$ cat src/rtl/calc_pkg.sv
// Definitions shared by the keyboard-calculator pipeline stages.
// These cover the token layout, the operator codes and the error codes.
package calc_pkg;
    localparam int unsigned TOKEN_W = 33;
    localparam int unsigned OP_FLAG = 32;

    localparam logic [2:0] ADD        = 3'd0;
    localparam logic [2:0] SUB        = 3'd1;
    localparam logic [2:0] MUL        = 3'd2;
    localparam logic [2:0] DIV        = 3'd3;
    localparam logic [2:0] MO_NGOAC   = 3'd4;
    localparam logic [2:0] DONG_NGOAC = 3'd5;
    localparam logic [2:0] STOP       = 3'd6;

    localparam logic [1:0] ERR_NONE      = 2'd0;
    localparam logic [1:0] ERR_UNDERFLOW = 2'd1;
    localparam logic [1:0] ERR_OVERFLOW  = 2'd2;
    localparam logic [1:0] ERR_BADOP     = 2'd3;
endpackage

$ cat src/rtl/udiv32.sv
// Restoring unsigned 32/32 divider. It produces one quotient bit per cycle.
// The done output asserts exactly 32 cycles after start.
module udiv32 (
    input  logic        clk,
    input  logic        rst_n,
    input  logic        clr,
    input  logic        start,
    input  logic [31:0] dividend,
    input  logic [31:0] divisor,
    output logic [31:0] quotient,
    output logic        done
);
    logic [31:0] rem_q, rem_d, quo_q, quo_d, dvs_q, dvs_d;
    logic [4:0]  step_q, step_d;
    logic        busy_q, busy_d, done_q, done_d;

    function automatic logic [63:0] div_step(input logic [31:0] rem, input logic [31:0] quo,
                                             input logic [31:0] dvs);
        logic [32:0] sh;
        logic [33:0] trial;
        sh    = {rem, quo[31]};
        trial = {1'b0, sh} - {2'b00, dvs};
        if (!trial[33]) return {trial[31:0], quo[30:0], 1'b1};
        return {sh[31:0], quo[30:0], 1'b0};
    endfunction

    // The first bit is resolved in the start cycle, which lets done land 32 cycles later.
    always_comb begin
        rem_d  = rem_q;
        quo_d  = quo_q;
        dvs_d  = dvs_q;
        step_d = step_q;
        busy_d = busy_q;
        done_d = 1'b0;
        if (start) begin
            {rem_d, quo_d} = div_step('0, dividend, divisor);
            dvs_d  = divisor;
            step_d = 5'd1;
            busy_d = 1'b1;
        end else if (busy_q) begin
            {rem_d, quo_d} = div_step(rem_q, quo_q, dvs_q);
            step_d = step_q + 5'd1;
            if (step_q == 5'd31) begin
                busy_d = 1'b0;
                done_d = 1'b1;
            end
        end
    end

    always_ff @(posedge clk or negedge rst_n) begin
        if (!rst_n) begin
            rem_q <= '0; quo_q <= '0; dvs_q <= '0;
            step_q <= '0; busy_q <= 1'b0; done_q <= 1'b0;
        end else if (clr) begin
            rem_q <= '0; quo_q <= '0; dvs_q <= '0;
            step_q <= '0; busy_q <= 1'b0; done_q <= 1'b0;
        end else begin
            rem_q <= rem_d; quo_q <= quo_d; dvs_q <= dvs_d;
            step_q <= step_d; busy_q <= busy_d; done_q <= done_d;
        end
    end

    assign quotient = quo_q;
    assign done     = done_q;
endmodule

$ cat src/rtl/postfix_eval.sv
// Stack-based postfix evaluator. It pops tokens from the converter buffer and
// reports a signed 32-bit result, or a sticky error code.
module postfix_eval
    import calc_pkg::*;
#(
    parameter int unsigned DEPTH = 16
) (
    input  logic               clk,
    input  logic               rst_n,
    input  logic               clr,
    input  logic               buf_not_empty,
    input  logic [TOKEN_W-1:0] in,
    output logic               rd,
    output logic [31:0]        result,
    output logic               done,
    output logic [1:0]         err
);
    localparam int unsigned IW = $clog2(DEPTH);
    localparam int unsigned CW = IW + 1;

    localparam logic [2:0] S_REQ  = 3'd0;
    localparam logic [2:0] S_DEC  = 3'd1;
    localparam logic [2:0] S_DIV  = 3'd2;
    localparam logic [2:0] S_DONE = 3'd3;
    localparam logic [2:0] S_ERR  = 3'd4;

    logic [2:0]    state_q, state_d;
    logic [CW-1:0] cnt_q, cnt_d;
    logic [1:0]    err_q, err_d;
    logic [31:0]   result_q, result_d;
    logic [31:0]   stk_q [DEPTH];

    logic          wr_en;
    logic [IW-1:0] wr_idx, top_idx, below_idx, push_idx;
    logic [31:0]   wr_data, opa, opb, alu, a_mag, b_mag, quo, div_res;
    logic          div_start, div_done, is_opnd, few, full;
    logic [2:0]    code;

    assign top_idx   = IW'(cnt_q - CW'(1));
    assign below_idx = IW'(cnt_q - CW'(2));
    assign push_idx  = IW'(cnt_q);
    assign opa       = stk_q[below_idx];
    assign opb       = stk_q[top_idx];
    assign is_opnd   = !in[OP_FLAG];
    assign code      = in[2:0];
    assign few       = cnt_q < CW'(2);
    assign full      = cnt_q == CW'(DEPTH);

    // The divider sees magnitudes only, and the sign is applied afterwards.
    // The stack is frozen during S_DIV, so opa and opb still hold the operands.
    assign a_mag   = opa[31] ? -opa : opa;
    assign b_mag   = opb[31] ? -opb : opb;
    assign div_res = (opa[31] ^ opb[31]) ? -quo : quo;

    always_comb begin
        alu = opa * opb;
        if (code == ADD) alu = opa + opb;
        else if (code == SUB) alu = opa - opb;
    end

    udiv32 u_div (
        .clk(clk), .rst_n(rst_n), .clr(clr), .start(div_start),
        .dividend(a_mag), .divisor(b_mag), .quotient(quo), .done(div_done)
    );

    always_comb begin
        state_d   = state_q;
        cnt_d     = cnt_q;
        err_d     = err_q;
        result_d  = result_q;
        rd        = 1'b0;
        div_start = 1'b0;
        wr_en     = 1'b0;
        wr_idx    = below_idx;
        wr_data   = alu;
        case (state_q)
            S_REQ: begin
                rd = buf_not_empty;
                if (buf_not_empty) state_d = S_DEC;
            end
            S_DEC: begin
                state_d = S_REQ;
                if (is_opnd) begin
                    if (full) begin
                        err_d = ERR_OVERFLOW; state_d = S_ERR;
                    end else begin
                        wr_en = 1'b1; wr_idx = push_idx; wr_data = in[31:0];
                        cnt_d = cnt_q + CW'(1);
                    end
                end else begin
                    case (code)
                        ADD, SUB, MUL: begin
                            if (few) begin
                                err_d = ERR_UNDERFLOW; state_d = S_ERR;
                            end else begin
                                wr_en = 1'b1; cnt_d = cnt_q - CW'(1);
                            end
                        end
                        DIV: begin
                            if (few) begin
                                err_d = ERR_UNDERFLOW; state_d = S_ERR;
                            end else if (opb == '0) begin
                                err_d = ERR_BADOP; state_d = S_ERR;
                            end else begin
                                div_start = 1'b1; state_d = S_DIV;
                            end
                        end
                        STOP: begin
                            if (cnt_q == CW'(1)) begin
                                result_d = opb; state_d = S_DONE;
                            end else begin
                                err_d = ERR_UNDERFLOW; state_d = S_ERR;
                            end
                        end
                        default: begin
                            err_d = ERR_BADOP; state_d = S_ERR;
                        end
                    endcase
                end
            end
            S_DIV: begin
                if (div_done) begin
                    wr_en = 1'b1; wr_data = div_res;
                    cnt_d = cnt_q - CW'(1); state_d = S_REQ;
                end
            end
            S_DONE: begin
                cnt_d = '0; state_d = S_REQ;
            end
            S_ERR: ;
            default: state_d = S_REQ;
        endcase
        if (clr) begin
            rd = 1'b0; div_start = 1'b0; wr_en = 1'b0;
            state_d = S_REQ; cnt_d = '0; err_d = ERR_NONE; result_d = '0;
        end
    end

    always_ff @(posedge clk or negedge rst_n) begin
        if (!rst_n) begin
            state_q  <= S_REQ;
            cnt_q    <= '0;
            err_q    <= ERR_NONE;
            result_q <= '0;
        end else begin
            state_q  <= state_d;
            cnt_q    <= cnt_d;
            err_q    <= err_d;
            result_q <= result_d;
        end
    end

    always_ff @(posedge clk) begin
        if (wr_en) stk_q[wr_idx] <= wr_data;
    end

    assign result = result_q;
    assign done   = (state_q == S_DONE) && !clr;
    assign err    = err_q;
endmodule
$ cat config.mk
export PLATFORM = sky130hd
export DESIGN_NAME = postfix_eval
export DESIGN_NICKNAME = d
export VERILOG_FILES = /design/src/rtl/calc_pkg.sv /design/src/rtl/udiv32.sv /design/src/rtl/postfix_eval.sv
export SDC_FILE = /design/constraint.sdc
export NUM_CORES = 2
export LEC_CHECK = 0
export BUFFER_PORTS_ARGS = -buffer_cell sky130_fd_sc_hd__buf_2
export CORE_ASPECT_RATIO = 0.7
export CORE_MARGIN = 1.5
export CORE_UTILIZATION = 58
export DETAILED_ROUTE_END_ITERATION = 8
export PLACE_DENSITY = 0.85
export SYNTH_ARGS = -nofsm -noshare
export SYNTH_HDL_FRONTEND = slang
export SYNTH_SLANG_ARGS = --single-unit
export TNS_END_PERCENT = 100
$ cat constraint.sdc
create_clock -name clk -period 11.2 [get_ports clk]
set_input_delay 1.12 -clock clk [delete_from_list [all_inputs] [get_ports clk]]
set_output_delay 1.12 -clock clk [all_outputs]
set_load 0.05 [all_outputs]
==> impl_summary.md <==
Worst setup path
Of all nets on the critical path, the largest fanout is 36. The startpoint class of the critical path is a flip-flop. Data on the critical path is required at its endpoint by 11.57 ns. STA puts the critical path data arrival time at 11.38 ns. The critical path endpoint category is a flip-flop. For this run, the slowest stage of the critical path takes 0.80 ns. The critical path is of the reg -> reg type. The master of the slowest instance on the critical path is sky130_fd_sc_hd__xnor2_4.

Synth
The number of synthesized flops with an enable pin is 512. The predominant post-synthesis flop cell is sky130_fd_sc_hd__edfxtp_1. The synthesized netlist occupies a cell area of 0.0540 mm². The sequential fraction of the synthesis area is 35.2%.

Yosys attributes the largest share of cell area to sky130_fd_sc_hd__edfxtp_1 (28%), sky130_fd_sc_hd__fa_1 (15%), sky130_fd_sc_hd__mux4_2 (11%), sky130_fd_sc_hd__dfrtp_1 (6.7%), sky130_fd_sc_hd__ha_1 (5.4%). The cell count after synthesis is 4838. The synthesized netlist net count is 5517.

The portion of synthesized cell area occupied by the leading cell type is 28.5%. Yosys printed 0 warnings. The mean post-synth cell area is 11.2 µm². The cell type contributing the most total cell area after synthesis is sky130_fd_sc_hd__edfxtp_1.

The number of different library cells in the post-synthesis netlist is 100. The proportion of register bits with asynchronous set or reset after synthesis is 22.1%. The synthesized flop and latch total is 657.

Placement
The congestion estimate from routability-driven global placement came to 1.07. The placed wire-length estimate after detailed placement is 137000 µm. The minimum setup slack after placement is 0.513 ns. In this run the tool buffered the top-level ports with 72 buffer cells.

Clocking
The clock tree synthesis step divided the H-tree into 2 levels. The number of buffers created by CTS is 61. The total setup buffers inserted after CTS is 0. TritonCTS built the clock tree. After clock tree synthesis, the clock-pin slew on the worst setup and hold paths is 0.07 ns. The CTS root buffer is sky130_fd_sc_hd__clkbuf_16. The later-pin clock latency in the skew report is 0.71 ns. No sink is reached through more buffers than the 3 on the longest clock path. The clock net in this run drives a total of 657 sinks.

Routing
For this block, the routed nets add up to 190000 µm of wire. For this block, the via count after detailed routing is 42600. The count of nets left with antenna violations after detail routing is 0. The first routing iteration left 7203 violations.

Using the TritonRoute via totals, the vias-per-cell ratio works out to 6.87. The first-pass iteration count of the detailed router is 9. The routed wirelength normalized by instance count is 30.6 µm. The DRC violation count after routing is 0.

STA
The setup TNS is 0 ns. Dividing the final minimum period by the clock period gives 98.2%. Setup repair after global routing left no endpoint under its margin. For the final database, setup skew stands at 0.0819 ns. The measured slew at the worst slew-check pin is 1.32 ns. The max-slew headroom at the worst pin is 11.4%.

Based on the critical path, the design can be clocked at up to 90.9 MHz. Setup violations remaining at the end of the flow were counted as 0. The post-layout worst setup margin is 0.199 ns. The count of final max-slew check failures was 0. The final hold violation count came to 0. The minimum period implied by the final worst setup slack is 11.00 ns.

Global route
Global routing used 40.0% of the available tracks across all layers. The global-route wire length before repair is 277000 µm. The remaining global-route overflow is 0.

The initial antenna violation count is 6. Entering global routing, the biggest net connects 106 pins. The number of global-route vias before repair was 41500.

Layout
Leaving out fill and tap cells, the most frequent cell in the layout is sky130_fd_sc_hd__inv_1. The library cells used most frequently in the layout, excluding fill and tap cells, are sky130_fd_sc_hd__inv_1 (540), sky130_fd_sc_hd__nor2_1 (516), sky130_fd_sc_hd__edfxtp_1 (512). The share of post-route cells with drive strength above 1 is 16.1%. The net count reported at finish is 5585.

The synthesis-to-layout area growth is 8.57%. Cells fill 63.6% of the core in the end.

Floorplan
In this run the standard cell core region covers 0.0922 mm². The initial core utilization is 58.6%. The I/O pin count is 73.

The die outline area is 0.0950 mm². The die is 368 µm wide. The floorplan has 93 rows. The die span in y is 258 µm.

Flow run
The tool flagged a number of max-cap violations equal to 0.

Hold path
The type of the most critical hold path is reg -> reg.

Status
The flow ran to the end, and the final reports show no timing, DRC or antenna violations.
==> state kept, by name, indices dropped and copies added, names as in the netlist <==
register,flops
u_div.dvs_q,32
u_div.step_q,5
u_div.quotient,32
state_q,3
cnt_q,5
u_div.busy_q,1
u_div.rem_q,32
result,32
stk_q,512
err,2
u_div.done,1
==> metrics by stage <==
| stage | cells | hold WS, ns | area (µm²) |
|---|---|---|---|
| floorplan | 4838 | 0.490 | 54000 |
| global placement | 6078 | 0.459 | 56500 |
| detailed placement | 6078 | 0.466 | 56500 |
| CTS | 6192 | 0.480 | 58600 |
| global route | 6192 | 0.494 | 58600 |
| finish | 6197 | 0.474 | 58600 |
==> critical path: cells and delay by family (launching register included) <==
| family | cells | cell delay, ns |
|---|---|---|
| adder cells (fa/ha/maj) | 9 | 3.48 |
| AO/OA/AOI/OAI | 9 | 2.55 |
| buffers and inverters | 9 | 2.22 |
| XOR/XNOR | 2 | 0.99 |
| multiplexers | 1 | 0.64 |
| flip-flops | 1 | 0.43 |
| AND/OR/NAND/NOR | 1 | 0.30 |
==> worst paths after layout <==
check / startpoint / endpoint / slack [ns] / cells after the start
max reg2reg: cnt_q[1] / stk_q[1][29] / 0.20 / 31
max: cnt_q[1] / stk_q[1][29] / 0.20 / 31
min reg2reg: result[1] / result[1] / 0.47 / 2
min: result[1] / result[1] / 0.47 / 2
min in group asynchronous: rst_n / state_q[0] / 0.52 / 1
max in group asynchronous: rst_n / u_div.dvs_q[29] / 9.34 / 2
==> layout make-up <==
class / count / area (µm²)
Multi-Input combinational cell: 3340 / 31800
Clock buffer: 71 / 1600
Timing Repair Buffer: 282 / 2050
Clock inverter: 43 / 520
Tap cell: 1235 / 1550
Sequential cell: 657 / 19000
Antenna cell: 5 / 12.5
Inverter: 564 / 2120
Fill cell: 6991 / 33500
==> what timing repair did <==
| item | 4_1_cts | 5_1_grt |
|---|---|---|
| resized for setup | 0 | 1 |
| endpoints found under the setup margin | 0 | 16 |
| hold buffers | 0 | 0 |
==> cell families (layout without fill, tap and decap cells) <==
group / after synthesis / after routing / share of synthesized area (%)
and+or+nand+nor: 1285 / 1285 / 10.5
buffers and inverters: 841 / 960 / 6.48
AOI/OAI and AO/OA: 745 / 745 / 9.00
DFF: 657 / 657 / 35.2
adders and majority gates: 642 / 642 / 20.6
muxes: 435 / 435 / 14.3
xor gates and xnor gates: 233 / 233 / 3.89
other: 0 / 5 / 0
==> metal layers <==
| metal | wire [µm] | global-route usage (%) | up-vias | share of wire (%) |
|---|---|---|---|---|
| met2 | 76300 | 54.0 | 3752 | 40 |
| met3 | 34200 | 19.6 | 625 | 18 |
| met5 | 398 | 0.592 | - | 0.21 |
| met4 | 9120 | 15.7 | 10 | 4.8 |
| li1 | - | - | 17100 | - |
| met1 | 69600 | 55.0 | 21100 | 37 |
==> synth_stat cells (10+ instances only) <==
| cell type | n |
|---|---|
| sky130_fd_sc_hd__buf_1 | 27 |
| sky130_fd_sc_hd__mux4_2 | 264 |
| sky130_fd_sc_hd__o21ai_0 | 185 |
| sky130_fd_sc_hd__o211a_1 | 12 |
| sky130_fd_sc_hd__nor3_1 | 56 |
| sky130_fd_sc_hd__and3_1 | 20 |
| sky130_fd_sc_hd__and2_1 | 39 |
| sky130_fd_sc_hd__nand2_1 | 424 |
| sky130_fd_sc_hd__xor2_1 | 52 |
| sky130_fd_sc_hd__clkbuf_1 | 167 |
| sky130_fd_sc_hd__or3_1 | 25 |
| sky130_fd_sc_hd__o31ai_1 | 33 |
| sky130_fd_sc_hd__nor4_1 | 14 |
| sky130_fd_sc_hd__a31oi_1 | 38 |
| sky130_fd_sc_hd__mux2i_1 | 136 |
| sky130_fd_sc_hd__nand2b_1 | 27 |
| sky130_fd_sc_hd__ha_1 | 231 |
| sky130_fd_sc_hd__xnor2_1 | 177 |
| sky130_fd_sc_hd__fa_1 | 411 |
| sky130_fd_sc_hd__o21bai_1 | 19 |
| sky130_fd_sc_hd__nand4_1 | 23 |
| sky130_fd_sc_hd__nor2_1 | 535 |
| sky130_fd_sc_hd__clkinv_1 | 10 |
| sky130_fd_sc_hd__mux2_2 | 30 |
| sky130_fd_sc_hd__o211ai_1 | 16 |
| sky130_fd_sc_hd__inv_2 | 13 |
| sky130_fd_sc_hd__buf_2 | 38 |
| sky130_fd_sc_hd__o21ai_2 | 11 |
| sky130_fd_sc_hd__dfrtp_1 | 145 |
| sky130_fd_sc_hd__edfxtp_1 | 512 |
| sky130_fd_sc_hd__nand3_1 | 36 |
| sky130_fd_sc_hd__a22oi_1 | 25 |
| sky130_fd_sc_hd__a21oi_1 | 165 |
| sky130_fd_sc_hd__a21o_1 | 43 |
| sky130_fd_sc_hd__buf_4 | 21 |
| sky130_fd_sc_hd__o21a_1 | 17 |
| sky130_fd_sc_hd__buf_6 | 18 |
| sky130_fd_sc_hd__nor2b_1 | 27 |
| sky130_fd_sc_hd__inv_1 | 540 |
| sky130_fd_sc_hd__a211oi_1 | 98 |
| sky130_fd_sc_hd__or2_2 | 12 |
Power is not shown: default switching activity piles up to over one toggle a cycle in this logic, so the estimate is an artifact.
